## src/rtl/pipe_stage_regs.sv

```systemverilog
// IF/ID, ID/EX and EX/MEM pipeline registers with stall, flush and
// deferred-flush handling plus a saturating bubble counter.
module pipe_stage_regs #(
  parameter int AW = 32,
  parameter int DW = 32,
  parameter int CW = 16
) (
  input  logic          clk,
  input  logic          rst,
  input  logic          iStall_global,
  input  logic          iStall_dec,
  input  logic          iFlush_ifdec,
  input  logic          iFlush_decex,
  input  logic          iFlush_exmem,
  input  logic [AW-1:0] iPC_F,
  input  logic [DW-1:0] iInst_F,
  input  logic          iValid_F,
  input  logic [CW-1:0] iCtrl_D,
  input  logic [4:0]    iRt_D,
  output logic [AW-1:0] oPC_RegD,
  output logic [DW-1:0] oInst_RegD,
  output logic          oValid_RegD,
  output logic [AW-1:0] oPC_RegE,
  output logic [CW-1:0] oCtrl_RegE,
  output logic [4:0]    oRt_RegE,
  output logic          oValid_RegE,
  output logic [AW-1:0] oPC_RegM,
  output logic [CW-1:0] oCtrl_RegM,
  output logic          oValid_RegM,
  output logic [2:0]    oPendFlush,
  output logic [15:0]   oBubbleCnt
);

  logic [AW-1:0] r_pc_d;
  logic [DW-1:0] r_inst_d;
  logic          r_v_d;
  logic [AW-1:0] r_pc_e;
  logic [CW-1:0] r_ctrl_e;
  logic [4:0]    r_rt_e;
  logic          r_v_e;
  logic [AW-1:0] r_pc_m;
  logic [CW-1:0] r_ctrl_m;
  logic          r_v_m;
  logic [2:0]    r_pend;
  logic [15:0]   r_cnt;

  logic [2:0]    w_flush_in;
  logic [2:0]    w_flush;
  logic          w_bub_e;
  logic          w_cnt_sat;

  assign w_flush_in = {iFlush_exmem, iFlush_decex, iFlush_ifdec};
  assign w_flush    = w_flush_in | r_pend;
  assign w_bub_e    = w_flush[1] | iStall_dec;
  assign w_cnt_sat  = &r_cnt;

  always_ff @(posedge clk) begin
    if (rst) begin
      r_pc_d   <= '0;
      r_inst_d <= '0;
      r_v_d    <= 1'b0;
      r_pc_e   <= '0;
      r_ctrl_e <= '0;
      r_rt_e   <= '0;
      r_v_e    <= 1'b0;
      r_pc_m   <= '0;
      r_ctrl_m <= '0;
      r_v_m    <= 1'b0;
      r_pend   <= '0;
      r_cnt    <= '0;
    end else if (iStall_global) begin
      // Frozen: remember flushes so they land on the release edge
      r_pend <= r_pend | w_flush_in;
    end else begin
      r_pend <= '0;
      // IF/ID: flush beats load-use hold
      if (w_flush[0]) begin
        r_pc_d   <= '0;
        r_inst_d <= '0;
        r_v_d    <= 1'b0;
      end else if (!iStall_dec) begin
        r_pc_d   <= iPC_F;
        r_inst_d <= iInst_F;
        r_v_d    <= iValid_F;
      end
      if (w_bub_e) begin
        r_pc_e   <= '0;
        r_ctrl_e <= '0;
        r_rt_e   <= '0;
        r_v_e    <= 1'b0;
      end else begin
        r_pc_e   <= r_pc_d;
        r_ctrl_e <= r_v_d ? iCtrl_D : '0;
        r_rt_e   <= iRt_D;
        r_v_e    <= r_v_d;
      end
      // EX/MEM ignores load-use stall so the load drains
      if (w_flush[2]) begin
        r_pc_m   <= '0;
        r_ctrl_m <= '0;
        r_v_m    <= 1'b0;
      end else begin
        r_pc_m   <= r_pc_e;
        r_ctrl_m <= r_ctrl_e;
        r_v_m    <= r_v_e;
      end
      if (w_bub_e && !w_cnt_sat) begin
        r_cnt <= r_cnt + 16'd1;
      end
    end
  end

  assign oPC_RegD    = r_pc_d;
  assign oInst_RegD  = r_inst_d;
  assign oValid_RegD = r_v_d;
  assign oPC_RegE    = r_pc_e;
  assign oCtrl_RegE  = r_ctrl_e;
  assign oRt_RegE    = r_rt_e;
  assign oValid_RegE = r_v_e;
  assign oPC_RegM    = r_pc_m;
  assign oCtrl_RegM  = r_ctrl_m;
  assign oValid_RegM = r_v_m;
  assign oPendFlush  = r_pend;
  assign oBubbleCnt  = r_cnt;

endmodule

```

## config.mk

```make
export PLATFORM = sky130hd
export DESIGN_NAME = pipe_stage_regs
export DESIGN_NICKNAME = d
export VERILOG_FILES = /design/src/rtl/pipe_stage_regs.sv
export SDC_FILE = /design/constraint.sdc
export NUM_CORES = 1
export LEC_CHECK = 0
export CAP_MARGIN = 20
export CORE_ASPECT_RATIO = 0.6
export CORE_MARGIN = 3
export CORE_UTILIZATION = 38
export DETAILED_ROUTE_END_ITERATION = 10
export PLACE_DENSITY = 0.76
export REMOVE_ABC_BUFFERS = 1
export SLEW_MARGIN = 5
export SYNTH_ARGS = -nofsm -noshare
export SYNTH_HDL_FRONTEND = slang
export SYNTH_SLANG_ARGS = --single-unit
```

## constraint.sdc

```tcl
create_clock -name clk -period 2.09 [get_ports clk]
set_input_delay 0.418 -clock clk [delete_from_list [all_inputs] [get_ports clk]]
set_output_delay 0.418 -clock clk [all_outputs]
set_load 0.02 [all_outputs]
```

# ---- After elaboration in Yosys (flattened, before gate mapping)
# Index checks and enable logic that the tools add are counted.
dict set report classes {
  n_reduce_logical 6
  n_addsub 1
  bitwise 3
  eq_ne 1
  n_mux 14
}
# operator count
set ops {}
lappend ops {{32-bit two-way mux} 6}
lappend ops {{16-bit two-way mux} 3}
lappend ops {{16-bit by 1-bit adder with 16-bit output (second input constant)} 1}
lappend ops {{16-bit AND reduction} 1}
lappend ops {{5-bit two-way mux} 1}
lappend ops {{1-bit two-way mux} 4}
lappend ops {{2-bit AND reduction} 2}
lappend ops {{3-bit OR} 1}
lappend ops {{2-bit by 1-bit != test with 1-bit output (second input constant)} 1}
lappend ops {{2-bit OR reduction} 1}
lappend ops {{1-bit logical AND} 1}
lappend ops {{1-bit zero test} 1}
lappend ops {{1-bit NOT} 1}
lappend ops {{1-bit OR} 1}
dict set report totals {
  elab_cells 37
  ff_bits 187
}

# ---- Depth between registers and ports, before layout
# Gate-level depths: netlist (run 1).
dict set report logic_depth {
  word_depth 4
  mapped_depth 6
}

# ---- Least setup slack after synthesis (run 1)
# No wires, ideal clock.
dict set report synth_path {
  path_type {reg2reg}
  from {reg r_cnt[0], in the netlist oBubbleCnt[0]}
  to {reg r_cnt[12], in the netlist oBubbleCnt[12]}
  stages_incl_launch_ff 7
  t_arrival_ns 2.061
  path_slack_ns -0.041
  synth_period_minus_slack_ns 2.131
  setup_ns 0.071
  cell_sequence {dfxtp_1 -> ha_1 -> inv_1 -> or4_1 -> buf_2 -> or4_1 -> a21oi_1}
}
dict set report synth_between {
  elab_chain_len 4
  word_cells_on_any_way 5
  cone_classes {add/sub: 1; reduce/logical: 4}
}
# element line_no
set synth_lines {}
lappend synth_lines {{start, declared} 45} ;# logic [15:0] r_cnt;
lappend synth_lines {{start signal, assigned} 108} ;# r_cnt <= r_cnt + 16'd1;
lappend synth_lines {{branches (longest 4 deep; another with 16-bit by 1-bit adder with 16-bit output)} --}
# Several ways; the timed one is not identified.
# A chain may end at the register's enable or synchronous reset.

# ---- Worst setup path in the final report (run 1)
dict set report layout_path {
  from {reg r_cnt[6], in the netlist oBubbleCnt[6]}
  to {out oBubbleCnt[6]}
}
# element line_no
set layout_lines {}
lappend layout_lines {{end, declared} 31} ;# output logic [15:0] oBubbleCnt
# No word-level cell between the ends.

==> metrics.csv, run 1 <==
metric,value,unit
clock_insertion_delay_worst_skew,430,ps
mostFrequentLayoutCells,"sky130_fd_sc_hd__clkdlybuf4s50_1, sky130_fd_sc_hd__dfxtp_1, sky130_fd_sc_hd__a22o_1",
synth_area_in_xor_xnor,0,%
avgViaCountPerCell,5.31,
worst_hold_path_type,input pin to flip-flop,
h-tree-depth,4,
largest_net_degree_at_the_start_of_global_routing,68,
area.growth.synth_to_final,57.0,%
report.power.total,0.00743,W
fin_worst_skew,17.3,ps
insertedDiodeCount,0,
cts-hold-fix-buffers,0,
dpl_cell_area,0.00981,mm^2
fin_nets,1005,
fmaxAchievable,503,MHz
synth_compound_gate_area_share,21.2,%
drive_above_1_share,8.56,%
postLayoutCoreUtil,62.4,%
hold-worst-slack,287,ps
dr.pass1.iters,4,
timing.rr.start,oBubbleCnt[1],
clock_tree_from_tritoncts,built,
synth_top_family_by_area,compound AO/OA/AOI/OAI gates,
fin_area,0.0104,mm^2
vdd_drop_max,0.456,mV
critPathTopFamily,buffers and inverters,
sequential_to_total_area_share_from_yosys_stat,56.5,%
max_stage_delay,680,ps
report.final.setup_viol,0,
period_needed,1990,ps
setup_total_negative_slack,0,ps
detail_route.drc_violations,0,
crit_path_end_kind,primary output,
die_x,176,um
die_y,108,um
min_delay_path_depth,2,
globalRoute.totalOverflow,0,
layout.filler_cells,1358,
synth_largest_area_cell,sky130_fd_sc_hd__dfxtp_1,
port_buffers,279,
number_of_stages_on_the_worst_setup_path,1,
gp_congestion,0.835,
syn_avg_cell_area,10.3,um^2
dr_total_vias,6114,
detailedPlacementHpwl,14400,um
mostFrequentLayoutCell,sky130_fd_sc_hd__clkdlybuf4s50_1,
grt_usage,21.7,%
die_area,0.0191,mm^2
power_per_cell_area,714,mW/mm^2
number_of_flip_flops_and_latches_in_the_synthesized_netlist,187,
yosysWarningCount,0,
postSynth.topFlopCell,sky130_fd_sc_hd__dfxtp_1,
timing.final.max_slew_violations,0,
hold_violations,0,
synth_adder_area_share,0.189,%
r2r_end,oBubbleCnt[14],
cp_slowest_cell,sky130_fd_sc_hd__clkdlybuf4s50_1,
synth_edf_count,0,
synth_simple_gate_area_share,17.8,%
setup.worst_path.class,flip-flop to primary output,
inserted_clock_buffers,17,
rows,36,
synthCells,644,
clock_sinks,187,
worst_ep_required_time,1670,ps
post_drt_wl_per_cell,18.5,um
synth.cell_area,0.00662,mm^2
max_cap_viol_count,0,
clkSlewWorstSetupHoldPaths,70,ps
leading_cell_types_by_total_area_after_synthesis,"sky130_fd_sc_hd__dfxtp_1, sky130_fd_sc_hd__a22o_1, sky130_fd_sc_hd__nor4b_1",
post_cts_gate_resize_count,0,
async_flop_share,0,%
min_delay_endpoint,oBubbleCnt[0],
depth_of_the_worst_register_to_register_path,6,
first_global_vias,5911,
num_io_pins,280,
postCtsSetupRepairBufs,0,
cp_num_buf_inv,1,
final.period_utilization,95.0,%
cts_root_buffer,sky130_fd_sc_hd__clkbuf_16,
slew_headroom,46.7,%
critical_path.max_fanout,8,
synthMuxAreaShare,0.510,%
antenna_left,0,
max_slew.worst_pin.slew,799,ps
critPathArrivalTime,1570,ps
initial_utilization,39.7,%
hp-start,rst,
timing.critical_path.cells,clkdlybuf4s50_1,
cts.path.max_buffers,2,
leakage,3.69,nW
proportion_of_netlist_area_held_by_the_largest_area_contributor,56.5,%
reg2reg_setup_slack,160,ps
coreArea,0.0167,mm^2
rsz0062_at_grt,false,
synth.distinct_cells,32,
routed_wirelength,21300,um
drt_first_iter_violations,452,
grt_first_pass_wirelength,33000,um
startpoint_type,flip-flop,
outcome,completed,
antenna_found_initial,0,
-- metrics by stage --
| step | worst slack, ps | cells |
|---|---|---|
| global route | 9.98 | 1151 |
| floorplan | -2390 | 580 |
| finish | 104 | 1151 |
| detailed placement | -332 | 1120 |
| CTS | 77.5 | 1151 |
| global placement | -252 | 1120 |
-- cell families after synthesis --
group | Yosys count
adders and majority gates | 1
DFF | 187
buffers and inverters | 67
and+or+nand+nor | 189
AOI/OAI and AO/OA | 197
muxes | 3
-- report_power, final --
part	internal [W]	switching [W]	total (W)
logic	0.000327	0.000335	0.000663
clock network	0.00160	0.00154	0.00313
registers	0.00360	0.0000282	0.00363
total	0.00553	0.00190	0.00743
-- Yosys cell counts, drive strengths merged (2+ instances only) --
| library cell | instances |
|---|---|
| inv | 3 |
| o21ai | 5 |
| o21a | 2 |
| and2 | 2 |
| nor2 | 71 |
| clkbuf | 52 |
| buf | 12 |
| nand3 | 10 |
| nor4b | 66 |
| nand4 | 3 |
| nor2b | 4 |
| o31ai | 8 |
| nor4 | 6 |
| or4 | 11 |
| or3 | 4 |
| nand2 | 5 |
| a21o | 2 |
| a21oi | 77 |
| a22o | 102 |
| nor3 | 4 |
| mux2 | 3 |
| dfxtp | 187 |
-- sequential cells by signal (all words and copies together) (netlist names) --
signal	flops
oValid_RegD	1
oCtrl_RegE	16
oBubbleCnt	16
oPC_RegD	32
oPendFlush	3
oPC_RegM	32
oValid_RegM	1
oPC_RegE	32
oRt_RegE	5
oInst_RegD	32
oCtrl_RegM	16
oValid_RegE	1
-- routing by layer --
layer,vias up,routed length [um],GRT usage [%]
met4,0,158,5.32
met2,221,9450,34.3
met1,2931,9660,28.0
met3,14,2010,8.46
li1,2948,-,-
met5,-,0,0
-- final cells by class --
class                      instances  area (um^2)  share of cell area, %
clock buffer                      17          425                   4.09
clock inverter                    14          155                   1.49
inverter                           3         11.3                  0.108
multi-input combinational        390         2650                   25.5
sequential                       187         3740                   36.0
tap                              228          285                   2.74
timing repair buffer             312         3130                   30.1
-- worst max-delay path by stage --
stage / from / endpoint
floorplan: iFlush_exmem / oCtrl_RegM[0]
global placement: iFlush_decex / oBubbleCnt[11]
detailed placement: iFlush_decex / oBubbleCnt[13]
CTS: oBubbleCnt[5] / oBubbleCnt[13]
global route: oBubbleCnt[1] / oBubbleCnt[6]
finish: oBubbleCnt[6] / oBubbleCnt[6]
Power figures use the tool's default switching activity.
==> run 2, diff against run 1 <==
--- a/config.mk
+++ b/config.mk
@@ -12,7 +12,7 @@
 export DETAILED_ROUTE_END_ITERATION = 10
 export PLACE_DENSITY = 0.76
 export REMOVE_ABC_BUFFERS = 1
-export SLEW_MARGIN = 5
+export SLEW_MARGIN = 20
 export SYNTH_ARGS = -nofsm -noshare
 export SYNTH_HDL_FRONTEND = slang
 export SYNTH_SLANG_ARGS = --single-unit
==> results of run 2 <==
The final DEF is identical to that of run 1; final timing and power are the same.
==> run 3, diff against run 2 <==
--- a/config.mk
+++ b/config.mk
@@ -11,6 +11,7 @@
 export CORE_UTILIZATION = 38
 export DETAILED_ROUTE_END_ITERATION = 10
 export PLACE_DENSITY = 0.76
+export RECOVER_POWER = 100
 export REMOVE_ABC_BUFFERS = 1
 export SLEW_MARGIN = 20
 export SYNTH_ARGS = -nofsm -noshare
==> run 3 against run 2 <==
Global-route usage stayed put. Sequential share of layout area rose by 0.22 points. Power decreased by 0.48%. Via count hardly changed. Wire length down 0.37%. Combinational power down 4.8%. Fmax fell by 1.5%. Critical path type unchanged. Critical endpoint is now oBubbleCnt[3].
==> metrics.csv, run 3 (synthesis results as in run 1) <==
metric,value,unit
rsz0062_at_grt,false,
fmaxAchievable,496,MHz
groute.layer.met3.usage,8.46,%
p_sw,0.00190,W
hold-worst-slack,264,ps
cp_slowest_cell,sky130_fd_sc_hd__clkdlybuf4s50_1,
insertedDiodeCount,0,
max_cap_viol_count,0,
fin_area,0.0103,mm^2
inserted_clock_buffers,17,
hp-start,rst,
leakage,4.27,nW
largest_net_degree_at_the_start_of_global_routing,68,
coreArea,0.0167,mm^2
clkSlewWorstSetupHoldPaths,70,ps
timing.critical_path.cells,"clkbuf_2, clkdlybuf4s50_1",
grt_first_pass_wirelength,33000,um
timing.rr.start,oBubbleCnt[1],
grt_busiest_layer,met2,
power_per_cell_area,715,mW/mm^2
antenna_left,0,
h-tree-depth,4,
reg2reg_setup_slack,160,ps
initial_utilization,39.7,%
report.final.setup_viol,0,
port_buffers,279,
crit_path_end_kind,primary output,
setup.worst_path.class,flip-flop to primary output,
dr_total_vias,6112,
antenna_found_initial,0,
comb_power_share,8.5,%
die_x,176,um
final.period_utilization,96.5,%
fin_nets,1005,
finalNonFillerCells,1151,
max_stage_delay,640,ps
worst_ep_required_time,1670,ps
layout.filler_cells,1370,
die_y,108,um
multi_input_gate_area_in_the_final_layout,0.00264,mm^2
cts.path.max_buffers,2,
gp_congestion,0.835,
dr.pass1.iters,4,
clock_sinks,187,
grt_usage,21.7,%
min_delay_endpoint,oBubbleCnt[0],
grt_util_met2,34.3,%
post_cts_gate_resize_count,0,
drt_first_iter_violations,451,
drive_above_1_share,8.34,%
detail_route.drc_violations,0,
vdd_drop_max,0.451,mV
depth_of_the_worst_register_to_register_path,6,
worst_hold_path_type,input pin to flip-flop,
avgViaCountPerCell,5.31,
dpl.cell_count,1120,
rows,36,
report.power.total,0.00739,W
startpoint_type,flip-flop,
num_io_pins,280,
critical_path.max_fanout,5,
die_area,0.0191,mm^2
hold_violations,0,
slew_headroom,31.2,%
globalRoute.totalOverflow,0,
min_delay_path_depth,2,
clock_insertion_delay_worst_skew,430,ps
switching_share,25.6,%
p_int,0.00550,W
seq_area,0.00374,mm^2
timing.final.max_slew_violations,0,
cts_root_buffer,sky130_fd_sc_hd__clkbuf_16,
period_needed,2020,ps
area.growth.synth_to_final,56.0,%
timing.critical_path.from,oBubbleCnt[3],
mostFrequentLayoutCells,"sky130_fd_sc_hd__dfxtp_1, sky130_fd_sc_hd__dlygate4sd3_1, sky130_fd_sc_hd__a22o_1",
pwr-share-seq,49.1,%
fin_worst_skew,15.9,ps
power.clock.fraction,42.4,%
detailedPlacementHpwl,14400,um
outcome,completed,
cts-hold-fix-buffers,0,
clock_tree_from_tritoncts,built,
mostFrequentLayoutCell,sky130_fd_sc_hd__dfxtp_1,
dpl_cell_area,0.00981,mm^2
r2r_end,oBubbleCnt[14],
first_global_vias,5911,
critPathArrivalTime,1600,ps
max_slew.worst_pin.slew,1030,ps
use_met1,28.0,%
routed_wirelength,21200,um
postCtsSetupRepairBufs,0,
post_drt_wl_per_cell,18.4,um
==> run 3: changes by cell type in the layout (fill, tap and decap cells not counted), sizes merged <==
cell           change
buf                -8
clkbuf             +8
clkdlybuf4s50    -176
dlygate4sd3      +176
==> run 3: routing by layer <==
| layer | vias up | part of all wire (%) |
|---|---|---|
| li1 | 2947 | - |
| met1 | 2912 | 45 |
| met2 | 235 | 44 |
| met3 | 18 | 9.9 |
| met4 | 0 | 0.76 |
| met5 | - | 0 |
==> run 3: through the flow <==
stage	TNS [ps]	setup WS, ps	utilization [%]
5_1_grt	0	11.1	62.0
4_1_cts	0	77.5	62.4
3_5_place_dp	-5700	-332	58.9
3_3_place_gp	-4200	-252	58.9
6_report	0	72.7	62.0
2_1_floorplan	-251070	-2390	-
==> run 3: final cells by class <==
cell class	count	area share, %
Multi-Input combinational cell	390	25.6
Tap cell	228	2.76
Clock buffer	17	4.12
Sequential cell	187	36.2
Timing Repair Buffer	312	29.7
Inverter	3	0.109
Clock inverter	14	1.50
==> run 3: power by group through the flow <==
| stage | clock [W] | combinational (W) | sequential, W |
|---|---|---|---|
| 6_report | 0.00313 | 0.000631 | 0.00363 |
| 4_1_cts | 0.00320 | 0.000664 | 0.00363 |
| 3_3_place_gp | 0 | 0.000656 | 0.00371 |
| 5_1_grt | 0.00335 | 0.000677 | 0.00363 |
| 2_1_floorplan | 0 | 0.000159 | 0.00376 |
| 3_5_place_dp | 0 | 0.000660 | 0.00371 |
==> run 3: worst max path at each step <==
| stage | to |
|---|---|
| floorplan | oCtrl_RegM[0] |
| global placement | oBubbleCnt[11] |
| detailed placement | oBubbleCnt[13] |
| CTS | oBubbleCnt[13] |
| global route | oBubbleCnt[6] |
| finish | oBubbleCnt[3] |
==> run 3: worst max-delay path: cells and delay by family (launching register included) <==
kind | cells | cell delay [ps]
buffers and inverters | 2 | 820
DFF | 1 | 360
